===== config.mk =====
export PLATFORM = sky130hd
export DESIGN_NAME = hazard_unit_flat
export DESIGN_NICKNAME = d
export VERILOG_FILES = /design/src/rtl/hazard_pkg.sv /design/src/rtl/hazard_if.sv /design/src/rtl/sat_counter.sv /design/src/rtl/hazard_unit.sv /design/src/flat_wrapper.sv
export SDC_FILE = /design/constraint.sdc
export NUM_CORES = 1
export LEC_CHECK = 0
export ABC_AREA = 0
export BUFFER_PORTS_ARGS = -buffer_cell sky130_fd_sc_hd__clkbuf_2
export CORE_AREA = 2 2 67 69
export CTS_CLUSTER_DIAMETER = 60
export DETAILED_ROUTE_END_ITERATION = 10
export DIE_AREA = 0 0 69 71
export PLACE_DENSITY = 0.8
export RECOVER_POWER = 25
export SLEW_MARGIN = 20
export SYNTH_ARGS = -nofsm -noshare
export SYNTH_HDL_FRONTEND = slang
export SYNTH_HIERARCHICAL = 1
export SYNTH_SLANG_ARGS = --single-unit

===== constraint.sdc =====
create_clock -name clk -period 3.9 [get_ports clk]
set_input_delay 0.78 -clock clk [delete_from_list [all_inputs] [get_ports clk]]
set_output_delay 0.78 -clock clk [all_outputs]
set_load 0.005 [all_outputs]

===== src/rtl/hazard_pkg.sv =====
`default_nettype none
// ============================================================================
// Package     : hazard_pkg
// Description : Shared types and constants for the pipeline hazard unit.
//               fwd_t      - ALU operand source select
//               hz_state_t - registered hazard state encoding
//               CNT_W      - performance counter width
// Revision    : 1.0 - initial release
// ============================================================================
package hazard_pkg;

    localparam int CNT_W = 16;

    typedef enum logic [1:0] {
        FWD_RF = 2'b00,
        FWD_W  = 2'b01,
        FWD_M  = 2'b10
    } fwd_t;

    typedef enum logic [1:0] {
        RUN     = 2'b00,
        LDSTALL = 2'b01,
        PCDRAIN = 2'b10,
        BRFLUSH = 2'b11
    } hz_state_t;

    // Memory-stage result is the younger one, so it wins when both match.
    function automatic fwd_t fwd_sel(
        input logic [3:0] ra_e,
        input logic [3:0] wa3_m,
        input logic       reg_write_m,
        input logic [3:0] wa3_w,
        input logic       reg_write_w
    );
        fwd_t sel;
        sel = FWD_RF;
        if (reg_write_m && (ra_e == wa3_m)) begin
            sel = FWD_M;
        end else if (reg_write_w && (ra_e == wa3_w)) begin
            sel = FWD_W;
        end
        return sel;
    endfunction

endpackage
`default_nettype wire


===== src/rtl/hazard_if.sv =====
`default_nettype none
// ============================================================================
// Interface   : hazard_if
// Description : Bundle between the pipeline datapath/controller and the
//               hazard unit.
//   master : drives register addresses, write/load flags, PC-hazard flags and
//            CntClr; receives forwarding selects, stall/flush controls,
//            HzState and the performance counters.
//   slave  : the hazard unit side (directions reversed).
// Revision    : 1.0 - initial release
// ============================================================================
interface hazard_if;
    import hazard_pkg::*;

    logic [3:0]       RA1D;
    logic [3:0]       RA2D;
    logic [3:0]       RA1E;
    logic [3:0]       RA2E;
    logic [3:0]       WA3E;
    logic [3:0]       WA3M;
    logic [3:0]       WA3W;
    logic             RegWriteM;
    logic             RegWriteW;
    logic             MemtoRegE;
    logic             PCWrPendingF;
    logic             PCSrcW;
    logic             BranchTakenE;
    logic             CntClr;

    fwd_t             ForwardAE;
    fwd_t             ForwardBE;
    logic             StallF;
    logic             StallD;
    logic             FlushD;
    logic             FlushE;
    hz_state_t        HzState;
    logic [CNT_W-1:0] StallCycles;
    logic [CNT_W-1:0] FlushCycles;

    modport master (
        output RA1D, RA2D, RA1E, RA2E, WA3E, WA3M, WA3W,
        output RegWriteM, RegWriteW, MemtoRegE,
        output PCWrPendingF, PCSrcW, BranchTakenE, CntClr,
        input  ForwardAE, ForwardBE, StallF, StallD, FlushD, FlushE,
        input  HzState, StallCycles, FlushCycles
    );

    modport slave (
        input  RA1D, RA2D, RA1E, RA2E, WA3E, WA3M, WA3W,
        input  RegWriteM, RegWriteW, MemtoRegE,
        input  PCWrPendingF, PCSrcW, BranchTakenE, CntClr,
        output ForwardAE, ForwardBE, StallF, StallD, FlushD, FlushE,
        output HzState, StallCycles, FlushCycles
    );

endinterface
`default_nettype wire


===== src/rtl/sat_counter.sv =====
`default_nettype none
// ============================================================================
// Module      : sat_counter
// Description : Saturating up-counter with synchronous clear.
//   clk   - rising-edge clock
//   reset - synchronous, active-low; loads zero
//   clr   - synchronous clear; any increment in the same cycle is dropped
//   inc   - count enable
//   count - current value, holds at all-ones
// Revision    : 1.0 - initial release
// ============================================================================
module sat_counter #(
    parameter int CNT_W = 16
) (
    input  wire logic             clk,
    input  wire logic             reset,
    input  wire logic             clr,
    input  wire logic             inc,
    output logic      [CNT_W-1:0] count
);

    logic [CNT_W-1:0] count_d;
    logic [CNT_W-1:0] count_q;

    always_comb begin
        count_d = count_q;
        if (clr) begin
            count_d = '0;
        end else if (inc && (count_q != {CNT_W{1'b1}})) begin
            count_d = count_q + {{(CNT_W-1){1'b0}}, 1'b1};
        end
    end

    always_ff @(posedge clk) begin
        if (!reset) begin
            count_q <= '0;
        end else begin
            count_q <= count_d;
        end
    end

    assign count = count_q;

endmodule
`default_nettype wire


===== src/rtl/hazard_unit.sv =====
`default_nettype none
// ============================================================================
// Module      : hazard_unit
// Description : Pipeline hazard unit. Produces operand forwarding selects,
//               load-use stall and branch/PC flush controls combinationally,
//               tracks a registered hazard state, and counts stall/flush
//               cycles in two saturating counters.
//   clk   - rising-edge clock
//   reset - synchronous, active-low
//   hz    - hazard_if.slave: register addresses, write/load and PC-hazard
//           flags, CntClr in; ForwardAE/BE, StallF/D, FlushD/E, HzState,
//           StallCycles, FlushCycles out
// Revision    : 1.0 - initial release
// ============================================================================
module hazard_unit
    import hazard_pkg::*;
(
    input  wire logic clk,
    input  wire logic reset,
    hazard_if.slave   hz
);

    logic      ldrstall;
    hz_state_t hz_state_d;
    hz_state_t hz_state_q;

    assign ldrstall = hz.MemtoRegE &&
                      ((hz.RA1D == hz.WA3E) || (hz.RA2D == hz.WA3E));

    // While in reset the pipeline is held flushing so only bubbles advance.
    always_comb begin
        hz.ForwardAE = FWD_RF;
        hz.ForwardBE = FWD_RF;
        hz.StallF    = 1'b0;
        hz.StallD    = 1'b0;
        hz.FlushD    = 1'b1;
        hz.FlushE    = 1'b1;
        if (reset) begin
            hz.ForwardAE = fwd_sel(hz.RA1E, hz.WA3M, hz.RegWriteM,
                                   hz.WA3W, hz.RegWriteW);
            hz.ForwardBE = fwd_sel(hz.RA2E, hz.WA3M, hz.RegWriteM,
                                   hz.WA3W, hz.RegWriteW);
            hz.StallD    = ldrstall;
            hz.StallF    = ldrstall || hz.PCWrPendingF;
            hz.FlushD    = hz.PCWrPendingF || hz.PCSrcW || hz.BranchTakenE;
            hz.FlushE    = ldrstall || hz.BranchTakenE;
        end
    end

    // Next state depends only on the current hazard condition, not on the
    // present state, so every state has the same transitions.
    always_comb begin
        hz_state_d = RUN;
        if (hz.BranchTakenE) begin
            hz_state_d = BRFLUSH;
        end else if (hz.PCWrPendingF || hz.PCSrcW) begin
            hz_state_d = PCDRAIN;
        end else if (ldrstall) begin
            hz_state_d = LDSTALL;
        end
    end

    always_ff @(posedge clk) begin
        if (!reset) begin
            hz_state_q <= RUN;
        end else begin
            hz_state_q <= hz_state_d;
        end
    end

    assign hz.HzState = hz_state_q;

    sat_counter #(
        .CNT_W (CNT_W)
    ) u_stall_cnt (
        .clk   (clk),
        .reset (reset),
        .clr   (hz.CntClr),
        .inc   (hz.StallF),
        .count (hz.StallCycles)
    );

    sat_counter #(
        .CNT_W (CNT_W)
    ) u_flush_cnt (
        .clk   (clk),
        .reset (reset),
        .clr   (hz.CntClr),
        .inc   (hz.FlushE),
        .count (hz.FlushCycles)
    );

endmodule
`default_nettype wire


===== src/flat_wrapper.sv =====
// flat-port wrapper written by rule: the top's interface ports become plain ports
module hazard_unit_flat import hazard_pkg::*;
  (clk, reset, hz_RA1D, hz_RA2D, hz_RA1E, hz_RA2E, hz_WA3E, hz_WA3M, hz_WA3W, hz_RegWriteM, hz_RegWriteW, hz_MemtoRegE, hz_PCWrPendingF, hz_PCSrcW, hz_BranchTakenE, hz_CntClr, hz_ForwardAE, hz_ForwardBE, hz_StallF, hz_StallD, hz_FlushD, hz_FlushE, hz_HzState, hz_StallCycles, hz_FlushCycles);
  hazard_if hz_i ();
  input  wire logic clk;
  input  wire logic reset;
  input wire logic [$bits(hz_i.RA1D)-1:0] hz_RA1D;
  input wire logic [$bits(hz_i.RA2D)-1:0] hz_RA2D;
  input wire logic [$bits(hz_i.RA1E)-1:0] hz_RA1E;
  input wire logic [$bits(hz_i.RA2E)-1:0] hz_RA2E;
  input wire logic [$bits(hz_i.WA3E)-1:0] hz_WA3E;
  input wire logic [$bits(hz_i.WA3M)-1:0] hz_WA3M;
  input wire logic [$bits(hz_i.WA3W)-1:0] hz_WA3W;
  input wire logic [$bits(hz_i.RegWriteM)-1:0] hz_RegWriteM;
  input wire logic [$bits(hz_i.RegWriteW)-1:0] hz_RegWriteW;
  input wire logic [$bits(hz_i.MemtoRegE)-1:0] hz_MemtoRegE;
  input wire logic [$bits(hz_i.PCWrPendingF)-1:0] hz_PCWrPendingF;
  input wire logic [$bits(hz_i.PCSrcW)-1:0] hz_PCSrcW;
  input wire logic [$bits(hz_i.BranchTakenE)-1:0] hz_BranchTakenE;
  input wire logic [$bits(hz_i.CntClr)-1:0] hz_CntClr;
  output wire logic [$bits(hz_i.ForwardAE)-1:0] hz_ForwardAE;
  output wire logic [$bits(hz_i.ForwardBE)-1:0] hz_ForwardBE;
  output wire logic [$bits(hz_i.StallF)-1:0] hz_StallF;
  output wire logic [$bits(hz_i.StallD)-1:0] hz_StallD;
  output wire logic [$bits(hz_i.FlushD)-1:0] hz_FlushD;
  output wire logic [$bits(hz_i.FlushE)-1:0] hz_FlushE;
  output wire logic [$bits(hz_i.HzState)-1:0] hz_HzState;
  output wire logic [$bits(hz_i.StallCycles)-1:0] hz_StallCycles;
  output wire logic [$bits(hz_i.FlushCycles)-1:0] hz_FlushCycles;
  assign hz_i.RA1D = hz_RA1D;
  assign hz_i.RA2D = hz_RA2D;
  assign hz_i.RA1E = hz_RA1E;
  assign hz_i.RA2E = hz_RA2E;
  assign hz_i.WA3E = hz_WA3E;
  assign hz_i.WA3M = hz_WA3M;
  assign hz_i.WA3W = hz_WA3W;
  assign hz_i.RegWriteM = hz_RegWriteM;
  assign hz_i.RegWriteW = hz_RegWriteW;
  assign hz_i.MemtoRegE = hz_MemtoRegE;
  assign hz_i.PCWrPendingF = hz_PCWrPendingF;
  assign hz_i.PCSrcW = hz_PCSrcW;
  assign hz_i.BranchTakenE = hz_BranchTakenE;
  assign hz_i.CntClr = hz_CntClr;
  assign hz_ForwardAE = hz_i.ForwardAE;
  assign hz_ForwardBE = hz_i.ForwardBE;
  assign hz_StallF = hz_i.StallF;
  assign hz_StallD = hz_i.StallD;
  assign hz_FlushD = hz_i.FlushD;
  assign hz_FlushE = hz_i.FlushE;
  assign hz_HzState = hz_i.HzState;
  assign hz_StallCycles = hz_i.StallCycles;
  assign hz_FlushCycles = hz_i.FlushCycles;
  hazard_unit u_core (.clk(clk), .reset(reset), .hz(hz_i));
endmodule

==> flow_metrics.tcl <==
set metrics [dict create \
    post-route-util_pct 63.30 \
    cts-root-buf "clkbuf_8" \
    min_period_over_period_pct 67.42 \
    synthFlopType "dfxtp_1" \
    grt_pass1_wl_um 8756 \
    post_cts_buffers 0 \
    finalSetupViolations 0 \
    synth_top_area_share_pct 32.17 \
    cts_buffers 5 \
    peakVddDrop_mv 0.1641 \
    netlist_top_cells_count "34 x dfxtp_1, 22 x nor2_1, 18 x xnor2_1, 15 x nand2_1, 14 x xor2_1" \
    status "finished clean" \
    hold_class "reg -> reg" \
    async_reset_ff_share_pct 0 \
    cts.clk_slew.worst_paths_ns 0.07 \
    synth-edff-count 0 \
    die_height_um 71 \
    rrSetupSlack_ns 2.22 \
    wl_per_cell_um 13.72 \
    final_hold_viol_count 0 \
    leakage_nw 1.130 \
    startpoint "reset" \
    yosys.area.top_type "dfxtp_1" \
    antenna_found_initial 0 \
    start_kind "primary input" \
    r2r_end "u_core/u_stall_cnt/count[14]$_SDFFE_PP0P_" \
    grt_setup_unrepaired "false" \
    first_pass_iters 4 \
    grt_pass1_vias 1973 \
    row_count 24 \
    final_nets 354 \
    dieArea_um2 4899 \
    max_cap_viol_count 0 \
    diodes 0 \
    via_per_inst 5.708 \
    ioPinCount 79 \
    worst_pin_slew_ns 0.5731 \
    synth.net_count 271 \
    antenna_left 0 \
    vias 2095 \
    slew_headroom_pct 61.72 \
    cts_resized 0 \
    dp_hpwl_um 3924 \
    yosysUniqueCellTypes 43 \
    synth.most_common_cell "dfxtp_1" \
    synth_warnings 6 \
    cts_tree "yes" \
    fin_crit_ns 2.629 \
    initialDrtViolationCount 101 \
    worstPathMaxFanout 12 \
    finClkSkew_ns 0.006021 \
    ys_seq_area_share_pct 32.17 \
    synthTopCellsByArea "dfxtp_1 32%, xnor2_1 7.5%, xor2_1 5.8%" \
    gp_congestion 0.8388 \
    drive_above_1_share_pct 29.21 \
    ctsHoldBuffers 0 \
    setup_tns_ns 0 \
    cts.htree.levels 2 \
    io_buffers 78 \
    worstHoldStart "u_core/u_flush_cnt/count[5]$_SDFFE_PP0P_" \
    worst-setup-path-type "in -> out" \
    fp.dieW_um 69 \
    drc 0 \
    reg2regPathDepth 5 \
    fmax_mhz 380.3 \
    r2r-start "u_core/u_stall_cnt/count[0]$_SDFFE_PP0P_" \
    arrival_ns 1.85 \
    setup.worst_path.end "hz_StallF" \
    area_delta_synth_final_pct 25.78 \
    grt_max_degree 13 \
    cts_sinks 34 \
    end_kind "primary output" \
    coreArea_um2 4204 \
    postSynthAreaPerCell_um2 9.120 \
    powerDensity_nw_per_um2 286.1 \
    ys_seq_elements 34 \
    crit_required_ns 3.12 \
    cts.path.max_buffers 2 \
    synth_cells 232 \
    syn-cell-area_um2 2116 \
    drv_slew 0 \
    routed_wl_um 5037 \
    start_util_pct 50.33 \
    grt_use_total_pct 21.51 \
    worstSkewPairLatency_ns 0.28 \
    overflow 0 \
]
==> through the flow <==
step | hold slack [ns] | instance area [um^2] | worst slack [ns] | std cells | power, mW
after CTS | 0.5322 | 2676 | 1.342 | 367 | 0.7721
after detailed placement | 0.5202 | 2564 | 1.162 | 360 | 0.4430
after floorplan | 0.5035 | 2116 | 1.443 | 232 | 0.4032
after global routing | 0.5642 | 2661 | 1.178 | 367 | 0.7898
after global placement | 0.5109 | 2564 | 1.254 | 360 | 0.4412
final | 0.5259 | 2661 | 1.271 | 367 | 0.7614
==> worst min-delay path by stage <==
stage	cells past startpoint	slack, ns	to
after floorplan	2	0.50	u_core/u_flush_cnt/count[2]$_SDFFE_PP0P_
after global placement	2	0.51	u_core/u_flush_cnt/count[5]$_SDFFE_PP0P_
after detailed placement	2	0.52	u_core/u_flush_cnt/count[5]$_SDFFE_PP0P_
after CTS	2	0.53	u_core/u_flush_cnt/count[5]$_SDFFE_PP0P_
after global routing	2	0.56	u_core/u_stall_cnt/count[5]$_SDFFE_PP0P_
final	2	0.53	u_core/u_flush_cnt/count[5]$_SDFFE_PP0P_
==> per-layer routing <==
metal	up-vias	GRT usage, %	wire length (um)
met5	-	0	0
met2	72	36.65	2398
li1	1052	-	-
met3	10	5.128	325
met4	0	5.882	68
met1	961	27.36	2245
==> cells in the final DEF (no fill, tap or decap), drive strengths merged <==
| master | netlist | routed |
|---|---|---|
| clkbuf | 2 | 84 |
| dfxtp | 34 | 34 |
| nor2 | 22 | 22 |
| xnor2 | 18 | 18 |
| nand2 | 15 | 15 |
| xor2 | 14 | 14 |
| nand3 | 12 | 12 |
| nor4 | 10 | 10 |
| nand4 | 10 | 10 |
| a21oi | 9 | 9 |
| and2 | 8 | 8 |
| o21ai | 8 | 8 |
| and4 | 6 | 6 |
| o311ai | 6 | 6 |
| o41ai | 6 | 6 |
| inv | 5 | 5 |
| nor3 | 5 | 5 |
| or3 | 4 | 4 |
| nand2b | 4 | 4 |
| o31ai | 4 | 4 |
| or4 | 4 | 4 |
| nor2b | 2 | 2 |
| mux2i | 2 | 2 |
| and3 | 2 | 2 |
| o31a | 2 | 2 |
| o21a | 2 | 2 |
| nor3b | 2 | 2 |
| o211a | 2 | 2 |
| o2111ai | 2 | 2 |
| o211ai | 2 | 2 |
| a41oi | 2 | 2 |
| ha | 2 | 2 |
| bufinv | 0 | 1 |
| a211o | 1 | 1 |
| nand3b | 1 | 1 |
| a21o | 1 | 1 |
| a22o | 1 | 1 |
==> registers in the layout (all words and copies together) (netlist names) <==
register                  flops
u_core/u_stall_cnt/count     16
u_core/u_flush_cnt/count     16
u_core/hz.HzState             2
==> power by group <==
part           switching (mW)  total (mW)  internal (mW)
registers             0.00214       0.352          0.350
logic                  0.0410      0.0818         0.0408
clock network           0.123       0.327          0.204
total                   0.166       0.761          0.595
==> cells by family after synthesis <==
logic type | synth area share (%)
fa+ha+maj | 1.183
mux | 0.9462
compound gates | 19.10
buf+inv | 1.242
flops | 32.17
simple gates | 32.11
xor+xnor | 13.25
==> critical path: stages <==
cell and delay (ns):
clkbuf_1 0.34, nand2_1 0.11, a21oi_1 0.24, a21o_1 0.22, clkbuf_2 0.16
==> cell type report <==
class / count / area (um^2)
Timing Repair Buffer: 78 / 379.1
Clock buffer: 6 / 82.58
Fill cell: 386 / 1543
Multi-Input combinational cell: 191 / 1405
Tap cell: 52 / 65.06
Inverter: 5 / 18.77
Sequential cell: 34 / 680.7
Clock inverter: 1 / 30.03
No activity file was read; power rests on OpenSTA's default activity.
